<file path="config.mk">
export PLATFORM = sky130hd
export DESIGN_NAME = aes_dec_round_ctrl
export DESIGN_NICKNAME = d
export VERILOG_FILES = /design/src/rtl/aes_dec_round_ctrl.sv
export SDC_FILE = /design/constraint.sdc
export NUM_CORES = 1
export LEC_CHECK = 0
export BUFFER_PORTS_ARGS = -buffer_cell sky130_fd_sc_hd__buf_2
export CELL_PAD_IN_SITES_DETAIL_PLACEMENT = 0
export CELL_PAD_IN_SITES_GLOBAL_PLACEMENT = 1
export CORE_MARGIN = 3
export CORE_UTILIZATION = 36
export CTS_BUF_LIST = sky130_fd_sc_hd__clkbuf_4
export DETAILED_ROUTE_END_ITERATION = 8
export HOLD_SLACK_MARGIN = 0.1
export PLACE_DENSITY = 0.83
export SETUP_SLACK_MARGIN = 0.05
export SYNTH_ARGS = -nofsm -noshare
export SYNTH_HDL_FRONTEND = slang
export SYNTH_SLANG_ARGS = --single-unit
</file>
<file path="constraint.sdc">
create_clock -name clk -period 1.4 [get_ports clk]
set_input_delay 0.14 -clock clk [delete_from_list [all_inputs] [get_ports clk]]
set_output_delay 0.14 -clock clk [all_outputs]
set_load 0.02 [all_outputs]
</file>
<file path="src/rtl/aes_dec_round_ctrl.sv">
// Round sequencer for the iterative AES inverse cipher: walks the round-key index
// from NUM_ROUNDS down to 0, stalls on key availability and holds the result for the consumer.
module aes_dec_round_ctrl #(
    parameter int unsigned NUM_ROUNDS = 10
) (
    input  logic       clk,
    input  logic       n_rst,
    input  logic       i_start,
    input  logic       i_abort,
    input  logic       i_key_ready,
    input  logic       i_ack,
    output logic [3:0] o_key_idx,
    output logic       o_load_state,
    output logic       o_round_en,
    output logic       o_last_round,
    output logic       o_busy,
    output logic       o_valid
);

    // state | meaning
    // IDLE  | waiting for i_start
    // INIT  | load state with ciphertext ^ key[NUM_ROUNDS]
    // ROUND | full inverse rounds, key index rnd = NUM_ROUNDS-1 .. 1
    // FINAL | last inverse round (no inverse mix columns), key index 0
    // HOLD  | plaintext valid until i_ack
    typedef enum logic [2:0] {
        S_IDLE,
        S_INIT,
        S_ROUND,
        S_FINAL,
        S_HOLD
    } state_e;

    localparam logic [3:0] KEY_INIT  = 4'(NUM_ROUNDS);
    localparam logic [3:0] KEY_FIRST = 4'(NUM_ROUNDS - 1);

    state_e     state_q, state_d;
    logic [3:0] rnd_q, rnd_d;

    always_ff @(posedge clk or negedge n_rst) begin
        if (!n_rst) begin
            state_q <= S_IDLE;
            rnd_q   <= 4'd0;
        end else begin
            state_q <= state_d;
            rnd_q   <= rnd_d;
        end
    end

    always_comb begin
        state_d      = state_q;
        rnd_d        = rnd_q;
        o_key_idx    = 4'd0;
        o_load_state = 1'b0;
        o_round_en   = 1'b0;
        o_last_round = 1'b0;
        o_valid      = 1'b0;

        case (state_q)
            S_IDLE: begin
                if (i_start) begin
                    state_d = S_INIT;
                end
            end
            S_INIT: begin
                o_key_idx    = KEY_INIT;
                o_load_state = i_key_ready;
                if (i_key_ready) begin
                    state_d = S_ROUND;
                    rnd_d   = KEY_FIRST;
                end
            end
            S_ROUND: begin
                o_key_idx  = rnd_q;
                o_round_en = i_key_ready;
                if (i_key_ready) begin
                    if (rnd_q == 4'd1) begin
                        state_d = S_FINAL;
                        rnd_d   = 4'd0;
                    end else begin
                        rnd_d = rnd_q - 4'd1;
                    end
                end
            end
            S_FINAL: begin
                o_last_round = 1'b1;
                o_round_en   = i_key_ready;
                if (i_key_ready) begin
                    state_d = S_HOLD;
                end
            end
            S_HOLD: begin
                o_valid = 1'b1;
                if (i_ack) begin
                    // a start together with ack chains the next block with no idle gap
                    state_d = i_start ? S_INIT : S_IDLE;
                end
            end
            default: begin
                state_d = S_IDLE;
                rnd_d   = 4'd0;
            end
        endcase

        // abort wins over everything and suppresses any datapath write this cycle
        if (i_abort) begin
            state_d      = S_IDLE;
            rnd_d        = 4'd0;
            o_load_state = 1'b0;
            o_round_en   = 1'b0;
        end
    end

    assign o_busy = (state_q == S_INIT) || (state_q == S_ROUND) || (state_q == S_FINAL);

endmodule

</file>
==> summary.md <==
| Metric | Value |
|---|---|
| CTS max path bufs | `2` |
| Switching part of the total | `42.35%` |
| CP Launch Type | `register` |
| Pwr dens | `1950 nW/um2` |
| Worst setup margin | `-207.2 ps` |
| Initial antenna violation count | `0` |
| Yosys reg bits | `7` |
| XOR/XNOR share of the synthesized area | `1.464%` |
| Detail Placement HPWL | `1.198 mm` |
| GPL Wtd Cong | `0.8131` |
| Share of layout cells above drive strength 1 | `between 70% and 80%` |
| Vias in the first global route | `720` |
| Clock Power Share | `9.9%` |
| DRT Pass-1 Iters | `4` |
| Gate power share | `about three quarters` |
| Clk_lat worst skew | `270 ps` |
| Largest net degree at the start of global routing | `9` |
| RSZ-0062 raised after global routing | `yes` |
| Wire length per cell | `16.75 um` |
| Async set-reset flop share out of synthesis | `100.0%` |
| # DRC | `0` |
| Max-slew violation count | `0` |
| Starting density of the core | `about two fifths` |
| Die area | `2187 um2` |
| GRT Util Overall | `22.73%` |
| Synth Area in Compound Gates | `between 20% and 30%` |
| Part of the power in registers | `between 10% and 20%` |
| Status | `finished, violations left` |
| Slew HR | `68.08%` |
| Fmax | `622.2 MHz` |
| First-pass GRT wire length | `~3.3 mm` |
| P_int | `between 1 and 1.5 mW` |
| Post-synth top flop | `dfrtp_1` |
| Final Skew | `4.209 ps` |
| Area grow syn2layout | `88.91%` |
| Min cycle time layout | `1607 ps` |
| # setup viols final | `15` |
| DP Cell Count | `110` |
| Count of warnings emitted by yosys | `0` |
| Syn nets | `71` |
| Cells after Synth | `63` |
| Synth Area in Simple Gates | `between 20% and 30%` |
| EDFF count, synth | `0` |
| Worst Path Required | `1260 ps` |
| Worst-Margin Slew | `~480 ps` |
| WL final | `2.110 mm` |
| Row Count | `14` |
| Setup slack, reg-to-reg | `-150 ps` |
| CTS tree | `built` |
| Synth area leaders | `dfrtp_1 29%, o32ai_2 5.4%, nor2_1 5.0%, a22o_1 4.4%, a21oi_1 4.2%` |
| Largest family of logic cells by synthesized area | `simple AND/OR/NAND/NOR gates` |
| Hold Violations, Final | `0` |
| Post-synthesis mux area share | `1.883%` |
| Crit path DAT | `between 1000 and 1500 ps` |
| Cell leakage power | `0.5343 nW` |
| Fin util | `73.30%` |
| CTS HTree Levels | `1` |
| Port bufs | `14` |
| Chip Height | `46.76 um` |
| Sequential share of the synthesized area | `between 20 and 30%` |
| Clk sink count | `7` |
| CP Class | `register to output pin` |
| NetSw | `slightly above 900 uW` |
| # IOs | `15` |
| CORE AREA | `roughly 1500 um2` |
| Num CTS Buffers | `3` |
| Violated checks | `negative setup slack` |
| Starting DRT DRC Count | `7` |
| Synth top area share | `29.29%` |
| Dominant cell type by area after synthesis | `dfrtp_1` |
| # nets final | `roughly 120` |
| Die width | `~47 um` |
| Unique masters post-synth | `32` |
| Period utilisation layout | `114.8%` |
| Post-Synth Adder-Cell Area | `4.184%` |
| Maximum vdd drop | `1.357 mV` |
| Hold Path Class | `primary input to register` |
| Vias per cell | `about 5.5` |
| Post-DRT Antenna Nets | `0` |
| CP Max Fanout | `4` |
| Non-Filler Instances | `between 100 and 150` |
| Grt ovf | `0` |
| Mapped cell area | `598.1 um2` |
| Total number of vias | `690` |
| # diodes | `0` |
| Max cap viols | `0` |
| Top cells by count, synth | `8 x nor2_1, 7 x dfrtp_1, 5 x a21oi_1, 5 x inv_1` |
| Top-count cell post-synth | `nor2_1` |
| Crit path capture type | `output pin` |
| Mapped Avg Cell Area | `9.493 um2` |
| Clock root cell | `clkbuf_4` |
| Clk slew on worst S/H paths | `roughly 60 ps` |
[repair_timing]
item	in CTS	in global routing
resized for setup	38	15
setup endpoints to repair	16	16
pin swaps	7	9
setup buffers	8	5
hold buffers	1	0
endpoints found under the hold margin	7	0
[power groups by stage]
stage | Combinational (mW) | Sequential (mW) | Clock (mW)
floorplan | 0.699 | 0.324 | 0
global placement | 1.03 | 0.348 | 0
detailed placement | 1.04 | 0.353 | 0
CTS | 1.43 | 0.346 | 0.218
global route | 1.73 | 0.358 | 0.229
finish | 1.63 | 0.352 | 0.217
[layout make-up]
cell class,instances,area (um2)
clock buffer,4,30.03
fill,103,411.6
inverter,5,18.77
multi-input combinational,47,475.5
sequential,7,178.9
tap,16,20.02
timing repair buffer,47,406.6
[through the flow]
stage / hold WS (ps) / area [um2] / setup TNS [ps] / worst slack [ps] / power [mW]
CTS: 210.3 / 1060 / -2098 / -198.8 / 1.995
detailed placement: -14.17 / 828.3 / -617.1 / -101.7 / 1.395
global placement: -19.17 / 828.3 / -360.3 / -77.70 / 1.379
global route: 221.5 / 1130 / -2877 / -263.7 / 2.320
finish: 210.3 / 1130 / -2263 / -207.2 / 2.203
floorplan: -155.6 / 618.1 / -189.6 / -67.17 / 1.022
[flip-flops by register name, summed over array words and instances (netlist names)]
signal,flops
rnd_q,4
state_q,3
[layer usage]
layer  vias to the layer above  global-route usage (%)  wire length (um)
met3                         8                   6.513                71
met4                         0                   13.81                73
li1                        318                       -                 -
met2                        15                   38.21              1139
met1                       349                   25.18               825
met5                         -                       0                 0
[layout by cell type, fill, tap and decap left out, types with 3 or more instances in the layout]
| cell type | count |
|---|---|
| a21oi_2 | 3 |
| buf_6 | 17 |
| a22o_1 | 3 |
| buf_4 | 24 |
| nor2_4 | 4 |
| buf_2 | 5 |
| inv_1 | 4 |
| nor2_2 | 3 |
| clkbuf_4 | 4 |
| dfrtp_2 | 3 |
| dfrtp_1 | 4 |
[worst paths after layout]
check	to	startpoint	depth (start not counted)
worst min register to register	rnd_q[1]	rnd_q[1]	3
min in group asynchronous	rnd_q[2]	n_rst	2
worst min-delay path	state_q[2]	i_ack	3
worst max-delay path	o_key_idx[1]	state_q[0]	6
worst max register to register	state_q[2]	state_q[2]	5
max in group asynchronous	state_q[1]	n_rst	2
[kinds of logic (layout without fill, tap and decap cells)]
kind of cell | count (synthesis) | count (layout)
simple gates | 26 | 26
compound gates | 17 | 17
buf+inv | 9 | 56
flops | 7 | 7
fa+ha+maj | 2 | 2
xor+xnor | 1 | 1
mux | 1 | 1
[critical path, stage by stage, from the launching register on]
cell and delay (ps):
dfrtp_2 440, buf_6 130, buf_6 110, xnor2_2 120, nor2_2 130, o21a_1 160, buf_6 120
Power figures use the tool's default switching activity.
